$ cat src/rtl/bitmap_encoder_64x6.sv
`default_nettype none
// ============================================================================
// Module   : bitmap_encoder_64x6
// Purpose  : Sequential 64-to-6 encoder. Captures a 64-bit request bitmap and
//            streams the 6-bit index of every set bit, one index per accepted
//            output beat. Lowest index first by default.
// Revision : 1.0 - initial release
//
// Ports
//   clk          in   1   single clock, rising edge
//   rst_n        in   1   asynchronous active-low reset
//   in_valid_i   in   1   bitmap offered
//   in_ready_o   out  1   block can accept a bitmap (IDLE only)
//   in_i         in   64  request bitmap, sampled on in_valid_i && in_ready_o
//   abort_i      in   1   synchronous flush of the pending bitmap
//   out_valid_o  out  1   out_idx_o holds a valid index
//   out_ready_i  in   1   consumer takes out_idx_o
//   out_idx_o    out  6   index of the current set bit (0 when not valid)
//   out_last_o   out  1   current index is the final set bit of the bitmap
//   empty_o      out  1   one-cycle pulse: an all-zero bitmap was accepted
//
// Configuration
//   ENC_MSB_FIRST_EN : when defined, indices stream highest set bit first.
// ============================================================================
module bitmap_encoder_64x6 #(
    parameter int SIZE_IN  = 64,
    parameter int SIZE_OUT = 6
) (
    input  logic                clk,
    input  logic                rst_n,
    input  logic                in_valid_i,
    output logic                in_ready_o,
    input  logic [SIZE_IN-1:0]  in_i,
    input  logic                abort_i,
    output logic                out_valid_o,
    input  logic                out_ready_i,
    output logic [SIZE_OUT-1:0] out_idx_o,
    output logic                out_last_o,
    output logic                empty_o
);

    localparam logic [SIZE_IN-1:0] C_ONE = {{(SIZE_IN-1){1'b0}}, 1'b1};

    typedef enum logic [0:0] {
        IDLE = 1'b0,
        EMIT = 1'b1
    } state_t;

    state_t              state_q, state_d;
    logic [SIZE_IN-1:0]  pend_q,  pend_d;
    logic                empty_q, empty_d;

    logic [SIZE_OUT-1:0] w_scan_idx;
    logic                w_single;
    logic                w_emit;
    logic [SIZE_IN-1:0]  w_clear_mask;

    // ------------------------------------------------------------------------
    // Priority scan of the pending bitmap. The loop runs so that the winning
    // bit is the one assigned last.
    // ------------------------------------------------------------------------
    always_comb begin
        w_scan_idx = '0;
`ifdef ENC_MSB_FIRST_EN
        for (int i = 0; i < SIZE_IN; i++) begin
            if (pend_q[i]) begin
                w_scan_idx = SIZE_OUT'(i);
            end
        end
`else
        for (int i = SIZE_IN - 1; i >= 0; i--) begin
            if (pend_q[i]) begin
                w_scan_idx = SIZE_OUT'(i);
            end
        end
`endif
    end

    // Exactly one bit set: non-zero and clearing the lowest set bit leaves zero.
    assign w_single     = (pend_q != '0) && ((pend_q & (pend_q - C_ONE)) == '0);
    assign w_emit       = (state_q == EMIT);
    assign w_clear_mask = C_ONE << w_scan_idx;

    assign in_ready_o  = (state_q == IDLE);
    assign out_valid_o = w_emit;
    assign out_idx_o   = w_emit ? w_scan_idx : '0;
    assign out_last_o  = w_emit & w_single;
    assign empty_o     = empty_q;

    // ------------------------------------------------------------------------
    // Next-state logic
    // ------------------------------------------------------------------------
    always_comb begin
        state_d = state_q;
        pend_d  = pend_q;
        empty_d = 1'b0;

        case (state_q)
            IDLE: begin
                // abort wins over an offered bitmap: nothing captured, no pulse
                if (!abort_i && in_valid_i) begin
                    if (in_i != '0) begin
                        pend_d  = in_i;
                        state_d = EMIT;
                    end else begin
                        empty_d = 1'b1;
                    end
                end
            end
            EMIT: begin
                // abort wins over a simultaneous beat; that beat is dropped
                if (abort_i) begin
                    pend_d  = '0;
                    state_d = IDLE;
                end else if (out_ready_i) begin
                    pend_d = pend_q & ~w_clear_mask;
                    if (w_single) begin
                        state_d = IDLE;
                    end
                end
            end
            default: begin
                pend_d  = '0;
                state_d = IDLE;
            end
        endcase
    end

    // ------------------------------------------------------------------------
    // State registers
    // ------------------------------------------------------------------------
    always_ff @(posedge clk or negedge rst_n) begin
        if (!rst_n) begin
            state_q <= IDLE;
            pend_q  <= '0;
            empty_q <= 1'b0;
        end else begin
            state_q <= state_d;
            pend_q  <= pend_d;
            empty_q <= empty_d;
        end
    end

endmodule
`default_nettype wire

$ cat config.mk
export PLATFORM = sky130hd
export DESIGN_NAME = bitmap_encoder_64x6
export DESIGN_NICKNAME = d
export VERILOG_FILES = /design/src/rtl/bitmap_encoder_64x6.sv
export SDC_FILE = /design/constraint.sdc
export NUM_CORES = 1
export LEC_CHECK = 0
export ABC_AREA = 0
export BUFFER_PORTS_ARGS = -buffer_cell sky130_fd_sc_hd__buf_2
export CORE_MARGIN = 3
export CORE_UTILIZATION = 40
export DETAILED_ROUTE_END_ITERATION = 12
export HOLD_SLACK_MARGIN = 0.15
export PLACE_DENSITY = 0.7
export SLEW_MARGIN = 10
export SYNTH_ARGS = -nofsm -noshare
export SYNTH_HDL_FRONTEND = slang
export SYNTH_SLANG_ARGS = --single-unit
$ cat constraint.sdc
create_clock -name clk -period 6.3 [get_ports clk]
set_input_delay 1.26 -clock clk [delete_from_list [all_inputs] [get_ports clk]]
set_output_delay 1.26 -clock clk [all_outputs]
set_load 0.01 [all_outputs]
======== Yosys cells after proc, flatten, opt, wreduce, memory -nomap -nowiden ========
Index checks and enable logic that the tools add are counted.
storage, ports and cells
  word-level logic and storage cells ...... 99
  register bits after elaboration ......... 66
operators by class
  equal/unequal tests ..................... 3
  shifts and indexed selects .............. 1
  add/subtract/negate cells ............... 1
  bitwise operators ....................... 5
  reduce and logical (&&, ||, !) cells .... 7
  mux-type cells .......................... 79
operators by type and width
  kind                                                                  number
  6-bit 2-to-1 mux                                                      65
  64-bit 2-to-1 mux                                                     4
  64-bit AND                                                            2
  64-bit case mux with 2 select lines                                   1
  64-bit nonzero test                                                   2
  64-bit logical NOT                                                    1
  64-bit inverter                                                       1
  1-bit by 6-bit left shift with 64-bit output, first input constant    1
  64-bit by 1-bit subtractor with 64-bit output, second input constant  1
  1-bit 2-to-1 mux                                                      8
  2-bit by 1-bit != test with 1-bit output, second input constant       2
  3-bit != test, second input constant                                  1
  3-bit AND reduction                                                   1
  1-bit logical AND                                                     2
  1-bit case mux with 2 select lines                                    1
  1-bit AND                                                             1
  1-bit logical NOT                                                     1
  1-bit inverter                                                        1

======== Depth between registers and ports, before layout ========
  depth after elaboration ................. 70
  gate-level depth with buffers ........... 11
  depth with buffers taken out ............ 8

======== Worst setup path before layout ========
No wires, ideal clock.
  path type ............................... flip-flop to output port
  start point ............................. register pend_q[19]
  end point ............................... output port out_last_o
  data required time ...................... 5.040 ns
  path buffers ............................ 1
  stages on the path, launching flop included .. 9
  path slack .............................. 2.339 ns
  arrival time ............................ 2.701 ns
  cells stage by stage .................... dfrtp_1 buf_6 or4_4 nor4_4 nand3_1 o22a_1 a2111oi_1 nand4_1 nor4_2
between the ends
  cells in the longest elaborated chain, start to end .. 5
  elaborated cells on any way between the ends .. 6
RTL lines
  item                                           line  source
  from (decl)                                    50    logic [SIZE_IN-1:0] pend_q, pend_d;
  from (signal assigned)                         139   pend_q <= pend_d;
  64-bit by 1-bit subtractor with 64-bit output  80    assign w_single = (pend_q != '0) && ((pend_q & (pend_q - C_ONE)) == '0);
  64-bit AND                                     80
  64-bit logical NOT                             80
  1-bit logical AND *                            80
  1-bit AND *                                    87    assign out_last_o = w_emit & w_single;
  to (decl)                                      38    output logic out_last_o,
Mark *: on every way between the ends. The rest lies on a longest branch, timed or not.

======== Worst setup path in the final report ========
  start point ............................. register pend_q[11]
  end point ............................... output port out_last_o
Same word-level chain as after synthesis.

==> summary.md <==
| Metric | Value |
|---|---|
| IO Pins | `just under 80` |
| Worst-path maximum fanout | `12` |
| Final Util | `47.9%` |
| Filler cells | `1182` |
| Worst Path Required | `~5.0 ns` |
| Critical Path End Type | `primary output` |
| Syn Nets | `approximately 660` |
| Port bufs | `between 70 and 80` |
| GRT Residual Overflow | `0` |
| Maximum clock rate | `0.184 GHz` |
| Unrepaired setup endpoints after global routing | `false` |
| Clock Pin Slew Worst Setup and Hold Paths | `about 0.060 ns` |
| Initial antenna violation count | `0` |
| Clock Sinks | `66` |
| Area grow syn2layout | `16.5%` |
| DR pass1 iterations | `5` |
| ANT nets after route | `0` |
| Final setup TNS | `0 ns` |
| Post-CTS Resized | `0` |
| Placed cell count | `between 700 and 800` |
| Largest family of logic cells by synthesized area | `simple AND/OR/NAND/NOR gates` |
| CTS Hold Bufs | `0` |
| DIE WIDTH | `around 120 um` |
| Layout cells sized above 1 | `between 10% and 20%` |
| Wire per inst | `around 26 um` |
| Synth Flop Type | `dfrtp_1` |
| Worst EP arrival | `roughly 4.2 ns` |
| Post-CTS Setup Bufs | `0` |
| H-tree depth | `3` |
| Final Skew | `0.00685 ns` |
| Hold Fails Final Rpt | `0` |
| Non-Filler Instances | `807` |
| CTS max path bufs | `2` |
| Remaining DRCs | `0` |
| Clock root buffer | `clkbuf_16` |
| Via density per instance | `slightly above 7` |
| DR vias | `5716` |
| Post-synthesis async set-or-reset flop share | `100%` |
| Average cell area after synthesis | `approximately 8.4 um^2` |
| Clock Latency Late Sink | `roughly 0.35 ns` |
| Ys Warns | `0` |
| Worst hold path class | `reg -> reg` |
| Synthesized instance count | `between 500 and 600` |
| Count of flip-flops with a built-in enable after synthesis | `0` |
| Total track usage | `between 20% and 30%` |
| Die area | `between 0.01 and 0.015 mm^2` |
| DPL Wire Length | `around 15000 um` |
| Core ar. | `~0.012 mm^2` |
| Largest net degree at the start of global routing | `67` |
| Count of max-cap constraint violations | `0` |
| Post-synthesis simple-gate area fraction | `between 30 and 40%` |
| Synthesized area | `0.00496 mm^2` |
| CTS tree | `built` |
| Post-Synth Adder-Cell Area | `0.202%` |
| Status | `finished, final reports clean` |
| Max_slew headroom | `38.0%` |
| First-pass GRT wire length | `around 32000 um` |
| Leakage power | `approximately 2.1 nW` |
| Fin. max-slew vios | `0` |
| Initial Util | `between 40% and 50%` |
| Worst setup SP type | `flip-flop` |
| Sequential share of the synthesized area | `33.3%` |
| Mux contribution to synthesized area | `0%` |
| Final worst-path cycle share | `86.5%` |
| Number of CTS-inserted buffers | `9` |
| Fin crit period | `around 5.4 ns` |
| Register bit total from synthesis | `between 60 and 70` |
| Pwr/cell area | `~320 mW/mm^2` |
| Post-Place Setup Slack | `between 1 and 1.5 ns` |
| Diodes inserted | `0` |
| # rows | `40` |
| Peak supply drop | `about 0.14 mV` |
| Post-route setup slack | `about 0.85 ns` |
| Worst Tran Pin Value | `roughly 0.92 ns` |
| Post-layout nets | `703` |
| Setup-failing EPs final | `0` |
| Post-synth cell types | `66` |
| Synth Area in XOR/XNOR | `0%` |
| Iter 0 DRT Violations | `between 600 and 700` |
| Die Y | `about 120 um` |
| Compound-cell area share of the yosys netlist | `between 20% and 30%` |
| Setup CP Type | `reg -> out` |
| Final wirelength | `approximately 21000 um` |
| GP Congestion | `roughly 1` |
| Vias in the first global route | `5345` |
## cell families after synthesis
family          after synthesis
buf+inv                      67
fa+ha+maj                     1
flops                        66
simple gates                279
compound gates              177
## report_power, final
part	leakage [nW]	switching, mW	internal [mW]
Clock	0.163	0.204	0.388
Combinational	1.07	0.395	0.221
Sequential	0.831	0.172	0.490
## critical path: stages (launching register included)
cell and delay (ns):
dfrtp_1 0.44, nor4_1 0.79, nand4_1 0.68, o21ai_0 0.42, o2111ai_1 0.19, a2111oi_1 0.50
nand4_1 0.21, nor4_2 0.40, buf_2 0.20
## cells in the final DEF (no fill, tap or decap), types with 4 or more instances in the layout
master / count
a2111oi_0: 5
or4_1: 15
a211oi_1: 4
dfrtp_1: 66
nand2b_1: 6
or3_1: 8
nand3_1: 71
and3_1: 5
clkbuf_16: 9
inv_1: 13
nor3_2: 5
a32o_1: 63
nand4_1: 16
buf_4: 8
nor2_1: 39
nor4_1: 40
o21ai_0: 22
o31ai_1: 14
a21oi_1: 17
o21a_1: 5
buf_2: 78
nor3_1: 22
nand2_1: 21
or2_2: 5
## final cells by class
| cell class | instances | area (um^2) | share of cell area [%] |
|---|---|---|---|
| well taps | 168 | 210 | 3.64 |
| repair buffers | 86 | 450 | 7.79 |
| inverters | 14 | 52.6 | 0.909 |
| clock inverters | 6 | 115 | 1.99 |
| flip-flops and latches | 66 | 1650 | 28.6 |
| multi-input cells | 457 | 3070 | 53.1 |
| clock buffers | 10 | 229 | 3.96 |
## registers in the layout (all words and copies together), names as in the netlist
| name | cells |
|---|---|
| empty_o | 1 |
| out_valid_o | 1 |
| pend_q | 64 |
## per-stage QoR
stage          hold slack (ns)  power (mW)  area, um^2
2_1_floorplan            0.552        1.01        4960
3_3_place_gp             0.605        1.25        5440
3_5_place_dp             0.616        1.25        5440
4_1_cts                  0.629        1.85        5780
5_1_grt                  0.664        1.95        5780
6_report                 0.639        1.87        5780
## synthesized netlist by cell type, types with 3 or more instances
master	instances	share of area, %
a2111oi_0	5	0.88
a211oi_1	4	0.61
a21oi_1	17	1.7
a221oi_1	3	0.53
a31oi_1	3	0.38
a32o_1	63	13
and2_1	3	0.38
and3_1	5	0.63
buf_2	6	0.61
clkbuf_1	46	3.5
dfrtp_1	66	33
inv_1	13	0.98
nand2_1	21	1.6
nand2b_1	6	0.76
nand3_1	71	7.2
nand4_1	16	2.0
nor2_1	41	3.1
nor2b_1	3	0.38
nor3_1	22	2.2
nor3_2	5	1.0
nor4_1	40	5.0
nor4_2	3	0.76
o21a_1	5	0.76
o21ai_0	22	2.2
o21ai_1	3	0.30
o221ai_1	3	0.53
o31ai_1	15	2.3
o32ai_1	3	0.53
o41ai_1	3	0.53
or2_2	5	0.63
or3_1	8	1.0
or4_1	15	2.3
## metal layers
| metal | vias up | part of all wire (%) | GRT usage, % |
|---|---|---|---|
| met1 | 2869 | 41 | 38.3 |
| met5 | - | 0 | 0 |
| met4 | 0 | 3.9 | 12.7 |
| met3 | 52 | 8.2 | 7.04 |
| li1 | 2497 | - | - |
| met2 | 298 | 47 | 46.1 |
## final timing paths
check | start | to | slack (ns) | cells past startpoint
hold / removal | pend_q[8]$_DFFE_PN0P_ | pend_q[8]$_DFFE_PN0P_ | 0.64 | 1
setup / recovery | pend_q[11]$_DFFE_PN0P_ | out_last_o | 0.85 | 8
hold reg to reg | pend_q[8]$_DFFE_PN0P_ | pend_q[8]$_DFFE_PN0P_ | 0.64 | 1
setup reg to reg | pend_q[11]$_DFFE_PN0P_ | out_valid_o$_DFF_PN0_ | 2.40 | 8
min in group asynchronous | rst_n | pend_q[46]$_DFFE_PN0P_ | 1.11 | 2
max in group asynchronous | rst_n | pend_q[4]$_DFFE_PN0P_ | 4.62 | 2
Note: power is estimated with default switching activity, not from simulation.
